`config.mk`:
```
export PLATFORM = sky130hd
export DESIGN_NAME = uart_cmd_frame_ctrl
export DESIGN_NICKNAME = d
export VERILOG_FILES = /design/src/rtl/uart_cmd_frame_ctrl.sv
export SDC_FILE = /design/constraint.sdc
export NUM_CORES = 1
export LEC_CHECK = 0
export CORE_MARGIN = 1
export CORE_UTILIZATION = 50
export CTS_BUF_LIST = sky130_fd_sc_hd__clkbuf_4 sky130_fd_sc_hd__clkbuf_8
export DETAILED_ROUTE_END_ITERATION = 10
export GPL_ROUTABILITY_DRIVEN = 1
export HOLD_SLACK_MARGIN = 0.02
export PLACE_DENSITY_LB_ADDON = 0.2
export SETUP_SLACK_MARGIN = 0.3
export SYNTH_ARGS = -nofsm -noshare
export SYNTH_HDL_FRONTEND = slang
export SYNTH_SLANG_ARGS = --single-unit
export TNS_END_PERCENT = 5
```
`constraint.sdc`:
```
create_clock -name clk -period 2.9 [get_ports clk]
set_clock_uncertainty 0.1 [all_clocks]
set_input_delay 0.87 -clock clk [delete_from_list [all_inputs] [get_ports clk]]
set_output_delay 0.87 -clock clk [all_outputs]
set_load 0.03 [all_outputs]
```
`src/rtl/uart_cmd_frame_ctrl.sv`:
```
// Frames UART command bytes (SYNC, CMD, PAYLOAD, CHK) into target loads
// and start/stop requests for the cracking engine, with an inter-byte timeout.
module uart_cmd_frame_ctrl #(
   parameter int TARGET_BYTES = 16,
   parameter int TIMEOUT_CLKS = 868000
) (
   input  logic                      clk,
   input  logic                      rst_n,
   input  logic                      rx_valid,
   input  logic [7:0]                rx_data,
   input  logic                      engine_busy,
   output logic [8*TARGET_BYTES-1:0] target_out,
   output logic                      target_load,
   output logic                      start_pulse,
   output logic                      stop_pulse,
   output logic                      frame_err,
   output logic [1:0]                err_code,
   output logic                      parsing
);

   localparam int DW = 8 * TARGET_BYTES;
   localparam int IW = $clog2(TARGET_BYTES) + 1;
   localparam int TW = $clog2(TIMEOUT_CLKS) + 1;
   localparam logic [IW-1:0] IDX_LAST = IW'(TARGET_BYTES - 1);
   localparam logic [TW-1:0] TMO_LAST = TW'(TIMEOUT_CLKS - 1);

   typedef enum logic [1:0] {IDLE, CMD, PAYLOAD, CHK} state_t;

   state_t        state_q, state_d;
   logic [1:0]    cmd_q, cmd_d;
   logic [IW-1:0] idx_q, idx_d;
   logic [7:0]    xor_q, xor_d;
   logic [DW-1:0] shadow_q, shadow_d;
   logic [DW-1:0] target_q, target_d;
   logic [TW-1:0] tmo_q, tmo_d;
   logic [TW-1:0] tmo_inc;
   logic          tmo_hit;
   logic          load_q, load_d;
   logic          start_q, start_d;
   logic          stop_q, stop_d;
   logic          err_q, err_d;
   logic [1:0]    code_q, code_d;
   logic          parsing_q, parsing_d;

   always_comb begin
      state_d  = state_q;
      cmd_d    = cmd_q;
      idx_d    = idx_q;
      xor_d    = xor_q;
      shadow_d = shadow_q;
      target_d = target_q;
      load_d   = 1'b0;
      start_d  = 1'b0;
      stop_d   = 1'b0;
      err_d    = 1'b0;
      code_d   = code_q;
      tmo_inc  = (tmo_q == '1) ? tmo_q : tmo_q + TW'(1);
      // The incoming byte in the detecting cycle pre-empts the timeout
      tmo_hit  = (state_q != IDLE) && !rx_valid && (tmo_inc == TMO_LAST);
      if (rx_valid || state_q == IDLE) tmo_d = '0;
      else tmo_d = tmo_inc;

      if (rx_valid) begin
         unique case (state_q)
            IDLE: begin
               if (rx_data == 8'hA5) state_d = CMD;
            end
            CMD: begin
               cmd_d = rx_data[1:0];
               xor_d = rx_data;
               idx_d = '0;
               case (rx_data)
                  8'h01: state_d = PAYLOAD;
                  8'h02, 8'h03: state_d = CHK;
                  default: begin
                     err_d   = 1'b1;
                     code_d  = 2'd1;
                     state_d = IDLE;
                  end
               endcase
            end
            PAYLOAD: begin
               shadow_d      = shadow_q << 8;
               shadow_d[7:0] = rx_data;
               xor_d         = xor_q ^ rx_data;
               idx_d         = idx_q + IW'(1);
               if (idx_q == IDX_LAST) state_d = CHK;
            end
            CHK: begin
               state_d = IDLE;
               if (rx_data == xor_q) begin
                  case (cmd_q)
                     2'd1: begin
                        target_d = shadow_q;
                        load_d   = 1'b1;
                     end
                     2'd2: start_d = !engine_busy;
                     default: stop_d = 1'b1;
                  endcase
               end else begin
                  err_d  = 1'b1;
                  code_d = 2'd2;
               end
            end
         endcase
      end else if (tmo_hit) begin
         err_d   = 1'b1;
         code_d  = 2'd3;
         state_d = IDLE;
      end
      parsing_d = (state_d != IDLE);
   end

   always_ff @(posedge clk or negedge rst_n) begin
      if (!rst_n) begin
         state_q   <= IDLE;
         cmd_q     <= '0;
         idx_q     <= '0;
         xor_q     <= '0;
         shadow_q  <= '0;
         target_q  <= '0;
         tmo_q     <= '0;
         load_q    <= 1'b0;
         start_q   <= 1'b0;
         stop_q    <= 1'b0;
         err_q     <= 1'b0;
         code_q    <= '0;
         parsing_q <= 1'b0;
      end else begin
         state_q   <= state_d;
         cmd_q     <= cmd_d;
         idx_q     <= idx_d;
         xor_q     <= xor_d;
         shadow_q  <= shadow_d;
         target_q  <= target_d;
         tmo_q     <= tmo_d;
         load_q    <= load_d;
         start_q   <= start_d;
         stop_q    <= stop_d;
         err_q     <= err_d;
         code_q    <= code_d;
         parsing_q <= parsing_d;
      end
   end

   assign target_out  = target_q;
   assign target_load = load_q;
   assign start_pulse = start_q;
   assign stop_pulse  = stop_q;
   assign frame_err   = err_q;
   assign err_code    = code_q;
   assign parsing     = parsing_q;

endmodule
```
---- Word level (Yosys, flattened, before mapping) ----
Index checks and enable logic that the tools add are counted.
word-level totals
  bits in latches ......................... 0
  RAM bits ................................ 0
  ROM bits ................................ 0
  word-level logic and storage cells ...... 82
  register bits after elaboration ......... 301
  bits of input ports ..................... 12
  memories kept ........................... 0
  output and inout bits ................... 135
cells by class
  equality and inequality tests ........... 16
  bitwise gates (word level) .............. 1
  divide/modulo/power cells ............... 0
  mux-type cells .......................... 32
  shift operators ......................... 0
  magnitude comparators ................... 0
  add/sub/neg operators ................... 2
  reductions and logical operators ........ 18
  multipliers ............................. 0
operator list
  cell                     number
  $mux W21                 2
  $add A21 B1 Y21 const B  1
  $eq A21 B20 Y1 const B   1
  $eq A21 B21 Y1 const B   1
  $eq A8 B2 Y1 const B     2
  $mux W1                  16
  $mux W2                  8
  $pmux W8 S2              1
  $pmux W5 S2              1
  $eq A8 B1 Y1 const B     1
  $eq A8 B8 Y1             1
  $eq A8 B8 Y1 const B     1
  $pmux W2 S2              2
  $pmux W2 S4              1
  $reduce_and A4 Y1        2
  $reduce_bool A2 Y1       4
  $xor A8 B8 Y8            1
  $eq A2 B2 Y1 const B     3
  $ne A3 B3 Y1 const B     2
  $reduce_and A2 Y1        3
  $add A5 B1 Y5 const B    1
  $eq A5 B4 Y1 const B     1
  $eq A2 B1 Y1 const B     2
  $reduce_or A2 Y1         2
  other kinds (7)          9

---- Depth between registers and ports, before layout ----
  depth in word-level cells ............... 7
  depth in mapped cells ................... 9
  gate-level depth less buffers ........... 8

---- Least setup slack after synthesis ----
OpenSTA, ideal clock, no wires.
  kind .................................... input port to flip-flop
  start ................................... in rx_data[0]
  end ..................................... reg target_q[118] (netlist: target_out[118])
  arrival time ............................ 2.394 ns
  buffers on the path ..................... 3
  required time ........................... 2.675 ns
  cell stages on the path ................. 9
  setup time .............................. 0.125 ns
  slack ................................... 0.281 ns
  cell sequence ........................... clkbuf_1 xor2_1 nor4_1 nand2_1 nor2_1 nand2_1 buf_2 buf_2 mux2_2
between the ends
  longest elaborated chain between the ends .. 2
ends and longest elaborated chain
  what                                line  text
  start: declaration                  10    input logic [7:0] rx_data,
  $eq A8 B8 Y1                        91    if (rx_data == xor_q) begin
  $reduce_and A4 Y1 (no source line)  -
  end signal: assignment              135   target_q <= target_d;
  end: declaration                    34    logic [DW-1:0] target_q, target_d;
No other way between the ends.
A chain may end at the register's enable or synchronous reset.

---- Final worst setup path ----
  start ................................... reg target_q[9] (netlist: target_out[9])
  end ..................................... out target_out[9]
RTL lines
  what              line  text
  end: declaration  12    output logic [8*TARGET_BYTES-1:0] target_out,
No word-level cell between the ends.

==> flow_metrics.tcl <==
set metrics [dict create \
    layout-drive-gt1-share_pct 38.1 \
    hold_viol 0 \
    fin_crit_ns 2.64 \
    coreArea_mm2 0.0237 \
    vias 7479 \
    yosysMostFrequentCell "dfrtp_1" \
    ant_nets 0 \
    dieArea_mm2 0.0250 \
    grt_pass1_wl_um 40300 \
    max_slew_margin_pct 59.9 \
    place_area_mm2 0.0144 \
    yosysTopAreaCellShare_pct 61.9 \
    tritoncts "built" \
    p_switching_w 0.00210 \
    clock-sinks 301 \
    drtIter0Drc 300 \
    cp_top_family "buffers and inverters" \
    io_pins 147 \
    finalSetupViolations 0 \
    initial_core_util_pct 51.4 \
    layout.cells.non_filler 1400 \
    dpl.hpwl_um 16600 \
    synth_cell_types 65 \
    cp-start-kind "flip-flop" \
    synth_edf_count 0 \
    leakage_nw 7.63 \
    async_reset_ff_share_pct 100 \
    numCtsBuffers 49 \
    synth_top_area_cell "dfrtp_1" \
    yosysSeqAreaShare_pct 61.9 \
    grt_start_max_net_pins 72 \
    routed_wl_um 24500 \
    min_path_type "in2async" \
    crit_path_top_delay_cell "clkdlybuf4s50_1" \
    cp_cell_sequence "clkdlybuf4s50_1" \
    grt_usage_pct 20.6 \
    p_int_w 0.00685 \
    htreeDepth 2 \
    fp-row-count 56 \
    peakVddDrop_uv 383 \
    synthCells 842 \
    antenna_found_initial 0 \
    crit_required_ns 1.93 \
    overflow 0 \
    fmax_mhz 379 \
    critical_path_buf_inv_count 1 \
    routabilityCongestion 0.811 \
    power_frac_comb_pct 8.4 \
    ys.flop_type "dfrtp_1" \
    drt-pass1-iter-count 5 \
    regArea_mm2 0.00753 \
    wl_per_cell_um 17.5 \
    finish.instance_area_mm2 0.0154 \
    cp_data_arrival_time_ns 1.67 \
    multiInputGateArea_mm2 0.00445 \
    period_share_pct 91.0 \
    p_sw_share_pct 23.5 \
    synth.avg_cell_area_um2 14.4 \
    critPathKind "reg2out" \
    antenna-diode-count 0 \
    grt_pass1_vias 7693 \
    io_buffers 146 \
    synthTopCellsByArea "dfrtp_1, mux2_2, xor2_1, ha_1, a21oi_1" \
    ys_ff_latch 301 \
    placedCellCount 1312 \
    syn_area_mm2 0.0122 \
    insertion_delay_ns 0.56 \
    crit_path_max_incr_delay_ns 0.74 \
    synth_warnings 0 \
    areaGrowthSynthToFinish_pct 26.8 \
    synth_nets 863 \
    worst_slew_pin_slew_ns 0.601 \
    fin_nets 1066 \
    clk_pin_slew_worst_paths_ns 0.06 \
    fp.dieH_um 158 \
    timing.final.max_slew_violations 0 \
    viasPerCell 5.34 \
    maxCapViolCount 0 \
    p_per_area_mw_per_mm2 580 \
    rsz0062_at_grt "true" \
    synth_common_cells "dfrtp_1, mux2_2, nor2_1" \
    die_x_um 158 \
    p_seq_share_pct 49.6 \
    cts_max_path_buffers 3 \
    clockPowerShare_pct 42.0 \
    n_fill_cell 1825 \
    status "completed" \
    cts_root_buf "clkbuf_8" \
    worstPathMaxFanout 2 \
    drcViolationCount 0 \
    cp-end-kind "output port" \
]
[kinds of logic (layout without fill, tap and decap cells)]
group / Yosys count / after routing / synth area share (%)
adder cells (fa/ha/maj): 10 / 10 / 1.01
flip-flops: 301 / 301 / 61.9
AND/OR/NAND/NOR: 120 / 120 / 5.47
buffers and inverters: 53 / 292 / 1.85
XOR/XNOR: 18 / 18 / 1.30
AO/OA/AOI/OAI: 80 / 80 / 4.40
multiplexers: 260 / 260 / 24.1
[cell usage in the layout, fill, tap and decap left out, drive strengths merged, types with 6 or more instances in the layout]
| master | n |
|---|---|
| a21oi | 22 |
| a31oi | 6 |
| and3 | 8 |
| buf | 48 |
| clkbuf | 84 |
| clkdlybuf4s50 | 143 |
| dfrtp | 301 |
| ha | 9 |
| inv | 12 |
| mux2 | 259 |
| nand2 | 25 |
| nand3 | 18 |
| nand4 | 10 |
| nor2 | 26 |
| nor3 | 9 |
| o21ai | 21 |
| xor2 | 15 |
[power groups by stage]
stage	Combinational [W]	Clock [W]	Sequential, W
detailed placement	0.000747	0	0.00452
global route	0.000845	0.00407	0.00446
CTS	0.000755	0.00388	0.00444
global placement	0.000740	0	0.00451
floorplan	0.000402	0	0.00452
finish	0.000750	0.00376	0.00444
[state kept, by name (all words and copies together) (netlist names), 2 cells and up]
register	cells
cmd_q	2
err_code	2
idx_q	5
shadow_q	128
state_q	2
target_out	128
tmo_q	21
xor_q	8
[timing repair]
action | 4_1_cts | 5_1_grt
endpoints found under the setup margin | 105 | 215
hold buffers | 0 | 0
pin swaps | 1 | 0
gates resized for setup | 3 | 4
buffers inserted | 1 | 0
[metal layers]
layer / track usage (%) / up-vias / part of all wire, %
met5: 0 / - / 0
met4: 5.54 / 0 / 1.4
met3: 4.82 / 35 / 5.9
met2: 32.4 / 190 / 47
met1: 28.7 / 3798 / 46
li1: - / 3456 / -
[final timing paths]
check                                end  slack, ns  depth (start not counted)           from
max                        target_out[9]       0.26                          1  target_out[9]
min                         shadow_q[85]       0.18                          1          rst_n
max reg2reg                      parsing       0.32                          7       tmo_q[0]
min reg2reg                     idx_q[3]       0.38                          1       idx_q[3]
max in group asynchronous    err_code[1]       1.83                          2          rst_n
min in group clk                idx_q[3]       0.38                          1       idx_q[3]
[worst register-to-register path: cells and delay by family (launching register included)]
kind / cells / cell delay (ns)
compound gates: 2 / 0.58
simple gates: 3 / 0.80
fa+ha+maj: 2 / 0.59
flops: 1 / 0.38
[cell type report]
cell class / count / share of cell area, %
well taps: 319 / 2.59
clock inverters: 3 / 0.349
repair buffers: 193 / 12.8
inverters: 12 / 0.292
clock buffers: 84 / 6.32
multi-input cells: 488 / 28.9
flip-flops and latches: 301 / 48.8
[per-stage QoR]
stage,setup slack (ns),hold slack (ns),setup TNS [ns],power (W),utilization (%)
after global routing,0.223,0.221,0,0.00938,65.1
after floorplan,0.308,0.344,0,0.00492,-
after global placement,-0.236,0.364,-27.58,0.00525,60.6
final,0.260,0.180,0,0.00895,65.1
after CTS,0.240,0.191,0,0.00908,65.1
after detailed placement,-0.311,0.369,-35.91,0.00526,60.6
Note: power is estimated with default switching activity, not from simulation.
